**src/rtl/control_uni.sv**
```systemverilog
// control_uni -- RV32I main decoder.
//
// Maps a 32-bit instruction word to the datapath control word. Decode is
// combinational on iInstr; every output is a register, so the control word
// for an instruction is valid exactly one cycle after it is presented.
// Unsupported encodings produce the NOP control word with oIllegal=1.
//
// Optional feature: define RV32M_EN to decode the M extension
// (OP, funct7=0000001 -> MUL..REMU). Without it that encoding is illegal.
//
// Ports:
//   iCLK        in   1  clock, rising edge
//   iRST        in   1  synchronous active-low reset (loads the NOP word)
//   iInstr      in  32  instruction word
//   oOrigAULA   out  1  ALU A select: 0=rs1, 1=PC
//   oOrigBULA   out  1  ALU B select: 0=rs2, 1=immediate
//   oMem2Reg    out  2  writeback select: 00=ALU, 01=PC+4, 10=load data
//   oRegWrite   out  1  register-file write enable
//   oMemWrite   out  1  data memory write
//   oMemRead    out  1  data memory read
//   oALUControl out  5  ALU op code
//   oOrigPC     out  2  next-PC select: 00=PC+4, 01=branch, 10=jal, 11=jalr
//   oIllegal    out  1  unsupported or illegal encoding
module control_uni (
  input  logic        iCLK,
  input  logic        iRST,
  input  logic [31:0] iInstr,
  output logic        oOrigAULA,
  output logic        oOrigBULA,
  output logic [1:0]  oMem2Reg,
  output logic        oRegWrite,
  output logic        oMemWrite,
  output logic        oMemRead,
  output logic [4:0]  oALUControl,
  output logic [1:0]  oOrigPC,
  output logic        oIllegal
);

  localparam logic [4:0] ALU_AND    = 5'd0;
  localparam logic [4:0] ALU_OR     = 5'd1;
  localparam logic [4:0] ALU_XOR    = 5'd2;
  localparam logic [4:0] ALU_ADD    = 5'd3;
  localparam logic [4:0] ALU_SUB    = 5'd4;
  localparam logic [4:0] ALU_SLT    = 5'd5;
  localparam logic [4:0] ALU_SLTU   = 5'd6;
  localparam logic [4:0] ALU_SLL    = 5'd7;
  localparam logic [4:0] ALU_SRL    = 5'd8;
  localparam logic [4:0] ALU_SRA    = 5'd9;
  localparam logic [4:0] ALU_LUI    = 5'd10;
`ifdef RV32M_EN
  localparam logic [4:0] ALU_MUL    = 5'd11;
  localparam logic [4:0] ALU_MULH   = 5'd12;
  localparam logic [4:0] ALU_MULHSU = 5'd13;
  localparam logic [4:0] ALU_MULHU  = 5'd14;
  localparam logic [4:0] ALU_DIV    = 5'd15;
  localparam logic [4:0] ALU_DIVU   = 5'd16;
  localparam logic [4:0] ALU_REM    = 5'd17;
  localparam logic [4:0] ALU_REMU   = 5'd18;
`endif
  localparam logic [4:0] ALU_NULL   = 5'd31;

  typedef enum logic [6:0] {
    OPC_LOAD   = 7'b0000011,
    OPC_STORE  = 7'b0100011,
    OPC_OPIMM  = 7'b0010011,
    OPC_OP     = 7'b0110011,
    OPC_LUI    = 7'b0110111,
    OPC_AUIPC  = 7'b0010111,
    OPC_BRANCH = 7'b1100011,
    OPC_JAL    = 7'b1101111,
    OPC_JALR   = 7'b1100111
  } opcode_e;

  localparam logic [6:0] F7_BASE = 7'b0000000;
  localparam logic [6:0] F7_ALT  = 7'b0100000;
`ifdef RV32M_EN
  localparam logic [6:0] F7_MEXT = 7'b0000001;
`endif

  logic [6:0] w_opcode;
  logic [2:0] w_funct3;
  logic [6:0] w_funct7;
  assign w_opcode = iInstr[6:0];
  assign w_funct3 = iInstr[14:12];
  assign w_funct7 = iInstr[31:25];

  // Register and immediate fields are consumed by the datapath, not here.
  logic w_unused;
  assign w_unused = ^{iInstr[24:15], iInstr[11:7]};

  logic       w_origA;
  logic       w_origB;
  logic [1:0] w_mem2reg;
  logic       w_regwrite;
  logic       w_memwrite;
  logic       w_memread;
  logic [4:0] w_alu;
  logic [1:0] w_origpc;
  logic       w_illegal;

  always_comb begin
    w_origA    = 1'b0;
    w_origB    = 1'b0;
    w_mem2reg  = 2'b00;
    w_regwrite = 1'b0;
    w_memwrite = 1'b0;
    w_memread  = 1'b0;
    w_alu      = ALU_NULL;
    w_origpc   = 2'b00;
    w_illegal  = 1'b0;

    if (iInstr[1:0] != 2'b11) begin
      w_illegal = 1'b1;
    end else begin
      case (w_opcode)
        OPC_LOAD: begin
          w_origB    = 1'b1;
          w_alu      = ALU_ADD;
          w_mem2reg  = 2'b10;
          w_regwrite = 1'b1;
          w_memread  = 1'b1;
          if (w_funct3 == 3'b011 || w_funct3 == 3'b110 || w_funct3 == 3'b111)
            w_illegal = 1'b1;
        end
        OPC_STORE: begin
          w_origB    = 1'b1;
          w_alu      = ALU_ADD;
          w_memwrite = 1'b1;
          if (w_funct3 > 3'b010)
            w_illegal = 1'b1;
        end
        OPC_OPIMM: begin
          w_origB    = 1'b1;
          w_regwrite = 1'b1;
          case (w_funct3)
            3'b000: w_alu = ALU_ADD;
            3'b010: w_alu = ALU_SLT;
            3'b011: w_alu = ALU_SLTU;
            3'b100: w_alu = ALU_XOR;
            3'b110: w_alu = ALU_OR;
            3'b111: w_alu = ALU_AND;
            3'b001: begin
              w_alu = ALU_SLL;
              if (w_funct7 != F7_BASE) w_illegal = 1'b1;
            end
            default: begin
              if (w_funct7 == F7_BASE)     w_alu = ALU_SRL;
              else if (w_funct7 == F7_ALT) w_alu = ALU_SRA;
              else                         w_illegal = 1'b1;
            end
          endcase
        end
        OPC_OP: begin
          w_regwrite = 1'b1;
          if (w_funct7 == F7_BASE) begin
            case (w_funct3)
              3'b000:  w_alu = ALU_ADD;
              3'b001:  w_alu = ALU_SLL;
              3'b010:  w_alu = ALU_SLT;
              3'b011:  w_alu = ALU_SLTU;
              3'b100:  w_alu = ALU_XOR;
              3'b101:  w_alu = ALU_SRL;
              3'b110:  w_alu = ALU_OR;
              default: w_alu = ALU_AND;
            endcase
          end else if (w_funct7 == F7_ALT) begin
            case (w_funct3)
              3'b000:  w_alu = ALU_SUB;
              3'b101:  w_alu = ALU_SRA;
              default: w_illegal = 1'b1;
            endcase
`ifdef RV32M_EN
          end else if (w_funct7 == F7_MEXT) begin
            case (w_funct3)
              3'b000:  w_alu = ALU_MUL;
              3'b001:  w_alu = ALU_MULH;
              3'b010:  w_alu = ALU_MULHSU;
              3'b011:  w_alu = ALU_MULHU;
              3'b100:  w_alu = ALU_DIV;
              3'b101:  w_alu = ALU_DIVU;
              3'b110:  w_alu = ALU_REM;
              default: w_alu = ALU_REMU;
            endcase
`endif
          end else begin
            w_illegal = 1'b1;
          end
        end
        OPC_LUI: begin
          w_origB    = 1'b1;
          w_alu      = ALU_LUI;
          w_regwrite = 1'b1;
        end
        OPC_AUIPC: begin
          w_origA    = 1'b1;
          w_origB    = 1'b1;
          w_alu      = ALU_ADD;
          w_regwrite = 1'b1;
        end
        OPC_BRANCH: begin
          w_origpc = 2'b01;
          w_alu    = ALU_SUB;
          if (w_funct3 == 3'b010 || w_funct3 == 3'b011)
            w_illegal = 1'b1;
        end
        OPC_JAL: begin
          w_mem2reg  = 2'b01;
          w_regwrite = 1'b1;
          w_origpc   = 2'b10;
          w_alu      = ALU_ADD;
        end
        OPC_JALR: begin
          w_origB    = 1'b1;
          w_alu      = ALU_ADD;
          w_mem2reg  = 2'b01;
          w_regwrite = 1'b1;
          w_origpc   = 2'b11;
          if (w_funct3 != 3'b000)
            w_illegal = 1'b1;
        end
        default: w_illegal = 1'b1;
      endcase
    end

    // Any illegal case collapses to the NOP word so no write can leak out
    // from a partially decoded opcode.
    if (w_illegal) begin
      w_origA    = 1'b0;
      w_origB    = 1'b0;
      w_mem2reg  = 2'b00;
      w_regwrite = 1'b0;
      w_memwrite = 1'b0;
      w_memread  = 1'b0;
      w_alu      = ALU_NULL;
      w_origpc   = 2'b00;
    end
  end

  logic       r_origA;
  logic       r_origB;
  logic [1:0] r_mem2reg;
  logic       r_regwrite;
  logic       r_memwrite;
  logic       r_memread;
  logic [4:0] r_alu;
  logic [1:0] r_origpc;
  logic       r_illegal;

  always_ff @(posedge iCLK) begin
    if (!iRST) begin
      r_origA    <= 1'b0;
      r_origB    <= 1'b0;
      r_mem2reg  <= 2'b00;
      r_regwrite <= 1'b0;
      r_memwrite <= 1'b0;
      r_memread  <= 1'b0;
      r_alu      <= ALU_NULL;
      r_origpc   <= 2'b00;
      r_illegal  <= 1'b0;
    end else begin
      r_origA    <= w_origA;
      r_origB    <= w_origB;
      r_mem2reg  <= w_mem2reg;
      r_regwrite <= w_regwrite;
      r_memwrite <= w_memwrite;
      r_memread  <= w_memread;
      r_alu      <= w_alu;
      r_origpc   <= w_origpc;
      r_illegal  <= w_illegal;
    end
  end

  assign oOrigAULA   = r_origA;
  assign oOrigBULA   = r_origB;
  assign oMem2Reg    = r_mem2reg;
  assign oRegWrite   = r_regwrite;
  assign oMemWrite   = r_memwrite;
  assign oMemRead    = r_memread;
  assign oALUControl = r_alu;
  assign oOrigPC     = r_origpc;
  assign oIllegal    = r_illegal;

endmodule

```
**config.mk**
```make
export PLATFORM = sky130hd
export DESIGN_NAME = control_uni
export DESIGN_NICKNAME = d
export VERILOG_FILES = /design/src/rtl/control_uni.sv
export SDC_FILE = /design/constraint.sdc
export NUM_CORES = 1
export LEC_CHECK = 0
export ABC_AREA = 1
export CORE_MARGIN = 2
export CORE_UTILIZATION = 42
export CTS_BUF_LIST = sky130_fd_sc_hd__clkbuf_16
export CTS_CLUSTER_SIZE = 28
export DETAILED_ROUTE_END_ITERATION = 10
export PLACE_DENSITY = 0.89
export SLEW_MARGIN = 0
export SYNTH_ARGS = -nofsm -noshare
export SYNTH_HDL_FRONTEND = slang
export SYNTH_SLANG_ARGS = --single-unit
```
**constraint.sdc**
```tcl
create_clock -name iCLK -period 3.64 [get_ports iCLK]
set_clock_uncertainty 0.15 [all_clocks]
set_input_delay 1.092 -clock iCLK [delete_from_list [all_inputs] [get_ports iCLK]]
set_output_delay 1.092 -clock iCLK [all_outputs]
set_load 0.02 [all_outputs]
```
==> qor.csv, run 1 <==
stage,metric,value,unit
run_status,run_status,"finished, final reports clean",
global_routing,grt_max_degree,10,
floorplanning,io_pins,49,
final_layout,finalNonFillerCells,217,
routing,wirelength,2.283,mm
clock_tree,numCtsBuffers,3,
routing,first_pass_iters,6,
synthesis,synth.area.top_cells,"dfxtp_1 29%, nand2_1 13%, nor2_1 11%",
routing,drc,0,
timing,fmax,368.5,MHz
clock_tree,ctsHtreeMaxLevel,1,
synthesis,synthTopCellsByCount,"33 x nand2_1, 28 x nor2_1, 20 x inv_1",
synthesis,synth_nets,187,
synthesis,synth_largest_area_cell,dfxtp_1,
setup_path,arrival,2680,ps
synthesis,async_reset_ff_share,0,%
clock_tree,cts_tree,yes,
timing,period_needed,2714,ps
routing,drtAntennaViolNets,0,
synthesis,yosysMostFrequentCell,nand2_1,
routing,avgRoutedWirePerCell,10.52,um
setup_path,critPathLaunchType,input port,
floorplanning,core_area,2191,sq um
timing,worst_pin_slew,282.3,ps
global_routing,antenna_found_initial,0,
clock_tree,clk_pin_slew_worst_paths,40,ps
synthesis,syn_inst,153,
placed_design,place_congestion,0.9491,
synthesis,synth_top_area_share,29.17,%
run,cap_violations,0,
routing,drt_iter0_markers,21,
global_routing,grt_first_pass_wirelength,3.836,mm
synthesis,seq_area_frac_synth,29.17,%
synthesis,syn-cell-area,960.9,sq um
placed_design,io_buffer_count,33,
clock_tree,clockRootBuffer,clkbuf_16,
clock_tree,post-cts-setup-buffer-count,0,
timing,rsz0062_at_grt,false,
setup_path,cp_max_fo,6,
setup_path,endpoint_kind,register,
clock_tree,cts_hold_buf,0,
routing,vias,1088,
timing,fin_tns_setup,0,ps
floorplanning,row_count,17,
final_layout,postLayoutCoreUtil,63.79,%
pwr,power.density,300.2,nW/um^2
pwr,vdd_drop_max,0.0002718,V
clock_tree,cts-resized-gates,0,
synthesis,syn_avg_cell_area,6.281,sq um
floorplanning,start_util,43.86,%
clock_tree,clk_path_buf_depth,2,
synthesis,yosysWarnings,0,
timing,hold_violations,0,
final_layout,num-nets-final,224,
pwr,leakage,0.0006117,uW
floorplanning,dieArea,2686,sq um
floorplanning,dieWidth,51.83,um
synthesis,synth_edf_count,0,
global_routing,grt_overflow,0,
final_layout,antenna_cells,0,
final_layout,areaGrowthSynthToFinish,45.44,%
setup_path,crit_required,3610,ps
placed_design,hpwlAfterDp,1.913,mm
final_layout,drive_gt1_share,13.76,%
global_routing,grt_usage,19.17,%
synthesis,ys.flop_type,dfxtp_1,
placed_design,dp_cells,213,
final_layout,n_fill_cell,208,
hold_path,min_path_type,in2reg,
placed_design,dp_slack,704.6,ps
global_routing,grt_pass1_vias,978,
timing,post-route-period-util,74.55,%
synthesis,ys_seq_elements,14,
timing,relSlewSlack,80.98,%
floorplanning,fp.dieH,51.83,um
timing,maxSlewViolCount,0,
clock_tree,cts.sinks,14,
routing,via_per_inst,5.014,
timing,final.setup.worst_slack,926.5,ps
timing,setup_violations,0,
setup_path,crit_type,in2reg,
synthesis,yosys.cell_types.count,18,
## logic make-up (layout without fill, tap and decap cells)
group,count (synthesis),after routing,share of synthesized area (%)
buf+inv,23,59,9.375
compound gates,12,12,6.771
simple gates,104,104,54.69
flops,14,14,29.17
## area by class of cell
type	instances	area [sq um]	share of cell area (%)
Multi-Input combinational cell	116	590.6	42.26
Timing Repair Buffer	33	330.3	23.63
Sequential cell	14	280.3	20.05
Inverter	22	82.58	5.909
Clock buffer	3	75.07	5.372
Tap cell	28	35.03	2.507
Clock inverter	1	3.754	0.2686
## power by group
group / internal (uW) / switching (uW) / leakage, uW
sequential: 155 / 0.208 / 0.000113
combinational: 29.6 / 35.3 / 0.000460
clock: 144 / 55.4 / 0.0000385
## worst paths after layout
check,startpoint,end,depth (start not counted)
max,iInstr[13],oALUControl[0],9
min,iRST,oALUControl[0],2
## registers in the layout, summed over array words and instances (netlist names)
name	flops
oMemWrite	1
oMemRead	1
oALUControl	5
oRegWrite	1
oOrigPC	2
oIllegal	1
oMem2Reg	1
oOrigBULA	1
oOrigAULA	1
## cell usage in the layout, fill, tap and decap left out
cell             netlist  routed
a211oi_1               1       1
a21oi_1                5       5
clkbuf_16              0       3
clkdlybuf4s50_1        0      33
clkinv_1               0       1
dfxtp_1               14      14
inv_1                 20      20
inv_2                  2       2
nand2_1               33      33
nand2_2                2       2
nand2_4                2       2
nand3_1               19      19
nand3_2                4       4
nand3_4                1       1
nand4_1                3       3
nor2_1                28      28
nor2_2                 9       9
nor2_4                 3       3
o211ai_1               1       1
o21ai_0                5       5
## worst max-delay path, cell delays in order
cell and delay [ps]:
clkdlybuf4s50_1 510, inv_1 150, nand2_1 100, nor2_1 240, inv_1 130, o21ai_0 200, nand2_1 80, nor2_1 100
nand3_1 70
## per-stage QoR
| stage | cell area (sq um) | total power, uW | hold WS (ps) |
|---|---|---|---|
| 2_1_floorplan | 960.9 | 188.6 | 1027 |
| 3_3_place_gp | 1319 | 219.3 | 1650 |
| 3_5_place_dp | 1319 | 222.1 | 1666 |
| 4_1_cts | 1398 | 422.9 | 1423 |
| 5_1_grt | 1398 | 436.6 | 1442 |
| 6_report | 1398 | 419.6 | 1424 |
## layer usage
metal	global-route usage, %	routed length, um	part of all wire, %	vias to the layer above
met4	11.40	68	3.0	0
met5	0	0	0	-
met2	34.39	1161	51	41
li1	-	-	-	555
met3	3.736	144	6.3	7
met1	20.46	908	40	485
No activity file was read; power rests on OpenSTA's default activity.
==> run 2, diff against run 1 <==
--- a/config.mk
+++ b/config.mk
@@ -7,11 +7,11 @@
 export LEC_CHECK = 0
 export ABC_AREA = 1
 export CORE_MARGIN = 2
-export CORE_UTILIZATION = 42
+export CORE_UTILIZATION = 35
 export CTS_BUF_LIST = sky130_fd_sc_hd__clkbuf_16
 export CTS_CLUSTER_SIZE = 28
 export DETAILED_ROUTE_END_ITERATION = 10
-export PLACE_DENSITY = 0.89
+export PLACE_DENSITY = 0.8
 export SLEW_MARGIN = 0
 export SYNTH_ARGS = -nofsm -noshare
 export SYNTH_HDL_FRONTEND = slang
==> constraint.sdc (replaced) <==
create_clock -name iCLK -period 2.4 [get_ports iCLK]
set_clock_uncertainty 0.15 [all_clocks]
set_input_delay 0.72 -clock iCLK [delete_from_list [all_inputs] [get_ports iCLK]]
set_output_delay 0.72 -clock iCLK [all_outputs]
set_load 0.02 [all_outputs]
==> qor.csv, run 2 (synthesized netlist as in run 1, its figures left out) <==
stage,metric,value,unit,change
setup_path,cp_max_fo,5,,was 6
floorplanning,io_pins,49,,unchanged
setup_path,crit_type,in2reg,,unchanged
clock_tree,post-cts-setup-buffer-count,0,,unchanged
floorplanning,fp.dieH,56.40,um,was 51.83 um
global_routing,grt_overflow,0,,unchanged
routing,wirelength,2.106,mm,was 2.283 mm
global_routing,grt_usage,15.00,%,was 19.17%
timing,fin_tns_setup,0,ps,unchanged
floorplanning,dieWidth,56.40,um,was 51.83 um
timing,setup_violations,0,,unchanged
clock_tree,cts.sinks,14,,unchanged
timing,rsz0062_at_grt,false,,unchanged
final_layout,areaGrowthSynthToFinish,62.89,%,was 45.44%
timing,maxSlewViolCount,0,,unchanged
setup_path,endpoint_kind,register,,unchanged
run_status,run_status,"finished, final reports clean",,unchanged
placed_design,place_congestion,0.8454,,was 0.9491
floorplanning,core_area,2545,sq um,was 2191 sq um
routing,via_per_inst,4.490,,was 5.014
routing,first_pass_iters,4,,was 6
timing,period_needed,2260,ps,
clock_tree,cts_hold_buf,0,,unchanged
timing,hold_violations,0,,unchanged
setup_path,arrival,2230,ps,was 2680 ps
routing,drtAntennaViolNets,0,,unchanged
floorplanning,row_count,18,,was 17
timing,post-route-period-util,94.18,%,
timing,final.setup.worst_slack,139.7,ps,was 926.5 ps
global_routing,grt_max_degree,10,,unchanged
final_layout,largest_reg_flops,5,,unchanged
final_layout,antenna_cells,0,,unchanged
setup_path,critPathLaunchType,input port,,unchanged
run,cap_violations,0,,unchanged
clock_tree,numCtsBuffers,3,,unchanged
routing,drt_iter0_markers,12,,was 21
clock_tree,clk_path_buf_depth,2,,unchanged
clock_tree,ctsHtreeMaxLevel,1,,unchanged
final_layout,final_cell_mix,"33 x nand2_1, 33 x clkdlybuf4s50_1, 28 x nor2_1",,unchanged
timing,relSlewSlack,80.46,%,was 80.98%
clock_tree,cts_tree,yes,,unchanged
floorplanning,start_util,37.76,%,was 43.86%
hold_path,min_path_type,in2reg,,unchanged
clock_tree,clk_pin_slew_worst_paths,40,ps,about the same
clock_tree,cts-resized-gates,0,,unchanged
final_layout,num-nets-final,246,,was 224
global_routing,antenna_found_initial,0,,unchanged
floorplanning,dieArea,3180,sq um,was 2686 sq um
clock_tree,clockRootBuffer,clkbuf_16,,unchanged
pwr,leakage,0.0007177,uW,was 0.0006117 uW
timing,fmax,442.4,MHz,
routing,avgRoutedWirePerCell,8.739,um,was 10.52 um
placed_design,io_buffer_count,33,,unchanged
routing,drc,0,,unchanged
timing,worst_pin_slew,292.0,ps,was 282.3 ps
placed_design,hpwlAfterDp,1.804,mm,was 1.913 mm
global_routing,grt_first_pass_wirelength,3.857,mm,was 3.836 mm
global_routing,grt_pass1_vias,986,,was 978
pwr,power.density,418.8,nW/um^2,was 300.2 nW/um^2
final_layout,drive_gt1_share,22.75,%,was 13.76%
pwr,vdd_drop_max,0.0005948,V,was 0.0002718 V
placed_design,dp_slack,-124.6,ps,was 704.6 ps
routing,vias,1082,,was 1088
setup_path,crit_required,2370,ps,was 3610 ps
-- run 2: changes by cell type in the layout (fill, tap and decap cells not counted), sizes merged --
| cell | previous run | this run |
|---|---|---|
| buf | 0 | 22 |
-- run 2: worst max-delay path, cell delays in order --
cell	delay (ps)
clkdlybuf4s50_1	590
nand2_1	100
nor2_1	250
inv_1	130
o21ai_0	180
nand2_1	70
nor2_1	90
nand3_1	90
-- run 2: metrics by stage --
step	utilization, %	total power (uW)	hold WS [ps]	cell area [sq um]	cells
after floorplan	-	286.0	654.6	960.9	153
after CTS	61.50	664.2	1026	1565	241
after global placement	58.41	349.4	1262	1486	237
after global routing	61.50	685.5	1061	1565	241
final	61.50	655.5	1025	1565	241
after detailed placement	58.41	350.7	1275	1486	237
-- run 2: cell type report --
type | count | area [sq um]
Multi-Input combinational cell | 116 | 590.6
Timing Repair Buffer | 55 | 495.5
Clock inverter | 1 | 3.754
Clock buffer | 3 | 75.07
Sequential cell | 14 | 280.3
Inverter | 22 | 82.58
Tap cell | 30 | 37.54
Fill cell | 241 | 979.7
-- run 2: worst paths after layout --
kind,startpoint,to,cells after the start
setup / recovery,iInstr[12],oALUControl[0],8
hold / removal,iRST,oALUControl[2],2
-- run 2: metal layers --
layer	vias up	global-route usage [%]	wire, um
met1	451	18.07	985
li1	598	-	-
met5	-	0	0
met3	5	1.613	77
met4	0	9.184	58
met2	28	25.38	985
-- run 2: report_power, final --
group	internal, uW	leakage (uW)	switching [uW]
logic	57.5	0.000566	53.9
clock network	220	0.0000385	89.6
registers	235	0.000113	0.268
==> run 3, diff against run 2 <==
--- a/config.mk
+++ b/config.mk
@@ -6,7 +6,7 @@
 export NUM_CORES = 1
 export LEC_CHECK = 0
 export ABC_AREA = 1
-export CORE_MARGIN = 2
+export CORE_MARGIN = 3
 export CORE_UTILIZATION = 35
 export CTS_BUF_LIST = sky130_fd_sc_hd__clkbuf_16
 export CTS_CLUSTER_SIZE = 28
==> qor.csv, run 3 (synthesized netlist as in run 1, its figures left out) <==
stage,metric,value,unit,change
clock_tree,post-cts-setup-buffer-count,0,,unchanged
setup_path,crit_chain,clkdlybuf4s50_1 > inv_1 > nand2_1 > nor2_4 > nand2_2 > nand2_1 > nor2_2 > nand2_4 > nand2_4 > nor2_4 > nand3_1,,was clkdlybuf4s50_1 > nand2_1 > nor2_1 > inv_1 > o21ai_0 > nand2_1 > nor2_1 > nand3_1
global_routing,grt_pass1_vias,1074,,was 986
clock_tree,numCtsBuffers,3,,unchanged
clock_tree,clk_path_buf_depth,2,,unchanged
hold_path,min_path_type,in2reg,,unchanged
placed_design,io_buffer_count,33,,unchanged
final_layout,antenna_cells,0,,unchanged
floorplanning,core_area,2545,sq um,unchanged
timing,period_needed,2191,ps,was 2260 ps
setup_path,cp_max_fo,6,,was 5
placed_design,place_congestion,0.8366,,was 0.8454
timing,setup_violations,0,,unchanged
clock_tree,clockRootBuffer,clkbuf_16,,unchanged
placed_design,dp_cells,237,,unchanged
timing,fmax,456.5,MHz,was 442.4 MHz
clock_tree,clk_pin_slew_worst_paths,40,ps,about the same
pwr,power.density,416.7,nW/um^2,was 418.8 nW/um^2
timing,maxSlewViolCount,0,,unchanged
clock_tree,cts_tree,yes,,unchanged
clock_tree,cts.sinks,14,,unchanged
clock_tree,cts-resized-gates,0,,unchanged
final_layout,finalNonFillerCells,241,,unchanged
hold_path,holdPathEnd,oMemWrite,,was oALUControl[2]
final_layout,drive_gt1_share,23.22,%,was 22.75%
floorplanning,dieWidth,58.40,um,was 56.40 um
clock_tree,cts_hold_buf,0,,unchanged
floorplanning,start_util,37.76,%,unchanged
global_routing,grt_max_degree,10,,unchanged
timing,final.setup.worst_slack,209.4,ps,was 139.7 ps
clock_tree,ctsHtreeMaxLevel,1,,unchanged
run,cap_violations,0,,unchanged
setup_path,critical_path_buf_inv_count,2,,unchanged
pwr,leakage,0.0007360,uW,was 0.0007177 uW
setup_path,cpLargestDelayFamily,simple AND/OR/NAND/NOR gates,,was buffers and inverters
setup_path,crit_type,in2reg,,unchanged
timing,post-route-period-util,91.28,%,was 94.18%
pwr,vdd_drop_max,0.0005266,V,was 0.0005948 V
routing,avgRoutedWirePerCell,9.564,um,was 8.739 um
timing,relSlewSlack,81.06,%,was 80.46%
final_layout,final_cell_mix,"33 x nand2_1, 31 x clkdlybuf4s50_1, 27 x nor2_1",,"was 33 x nand2_1, 33 x clkdlybuf4s50_1, 28 x nor2_1"
global_routing,grt_first_pass_wirelength,4.215,mm,was 3.857 mm
placed_design,dp_slack,-102.3,ps,was -124.6 ps
placed_design,hpwlAfterDp,1.916,mm,was 1.804 mm
setup_path,crit_required,2360,ps,was 2370 ps
run_status,run_status,"finished, final reports clean",,unchanged
global_routing,grt_usage,15.33,%,was 15.00%
floorplanning,dieArea,3410,sq um,was 3180 sq um
final_layout,areaGrowthSynthToFinish,64.19,%,was 62.89%
final_layout,num-nets-final,246,,unchanged
routing,via_per_inst,4.602,,was 4.490
final_layout,final_common_cell,nand2_1,,
setup_path,cp_slowest_stage_delay,450,ps,was 590 ps
timing,hold_violations,0,,unchanged
floorplanning,fp.dieH,58.40,um,was 56.40 um
routing,first_pass_iters,4,,unchanged
setup_path,arrival,2150,ps,was 2230 ps
routing,drt_iter0_markers,28,,was 12
setup_path,endpoint_kind,register,,unchanged
setup_path,critPathLaunchType,input port,,unchanged
routing,wirelength,2.305,mm,was 2.106 mm
global_routing,antenna_found_initial,0,,unchanged
setup_path,worst-path-stages,11,,was 8
final_layout,postLayoutCoreUtil,62.00,%,was 61.50%
floorplanning,io_pins,49,,unchanged
routing,drc,0,,unchanged
routing,drtAntennaViolNets,0,,unchanged
hold_path,min_from,iInstr[5],,was iRST
final_layout,largest_reg_flops,5,,unchanged
global_routing,grt_overflow,0,,unchanged
setup_path,slowest_stage,clkdlybuf4s50_1,,unchanged
floorplanning,row_count,18,,unchanged
routing,vias,1109,,was 1082
timing,worst_pin_slew,283.6,ps,was 292.0 ps
timing,rsz0062_at_grt,false,,unchanged
hold_path,hold_path_depth,3,,was 2
timing,fin_tns_setup,0,ps,unchanged
==> run 3: cell types whose count changed in the layout (fill, tap and decap cells not counted), sizes merged <==
cell / previous run / this run
clkdlybuf4s50: 33 / 31
dlymetal6s2s: 0 / 2
==> run 3: final cells by class <==
cell class | instances | area [sq um]
Inverter | 22 | 82.58
Fill cell | 239 | 967.2
Tap cell | 30 | 37.54
Clock inverter | 1 | 3.754
Clock buffer | 3 | 75.07
Timing Repair Buffer | 55 | 500.5
Sequential cell | 14 | 280.3
Multi-Input combinational cell | 116 | 598.1
==> run 3: metal layers <==
layer | share of wire [%] | GRT usage [%]
met1 | 45 | 18.00
met3 | 4.5 | 1.754
met2 | 49 | 27.27
met4 | 1.9 | 7.616
met5 | 0 | 0
==> run 3: how the worst max path moves through the flow <==
stage / slack [ps] / start / endpoint
CTS: 110 / iInstr[5] / oALUControl[0]
floorplan: 560 / iInstr[3] / oALUControl[1]
finish: 210 / iInstr[3] / oALUControl[0]
global placement: -100 / iInstr[12] / oALUControl[0]
detailed placement: -100 / iInstr[12] / oALUControl[0]
global route: 7 / iInstr[13] / oALUControl[0]
==> run 3: report_power, final <==
| group | leakage [uW] | switching, uW | total (uW) | internal [uW] |
|---|---|---|---|---|
| clock network | 0.0000385 | 89.1 | 309 | 220 |
| registers | 0.000113 | 0.274 | 235 | 234 |
| logic | 0.000584 | 56.1 | 114 | 57.8 |
| total | 0.000736 | 145 | 657 | 512 |
==> run 3: stage by stage <==
step                      hold slack [ps]  total power (uW)  cell area (sq um)
after floorplan                     654.6             286.0              960.9
after global placement               1267             349.9               1486
after detailed placement             1265             351.7               1486
after CTS                            1028             660.4               1565
after global routing                736.0             680.2               1578
final                               709.0             657.4               1578
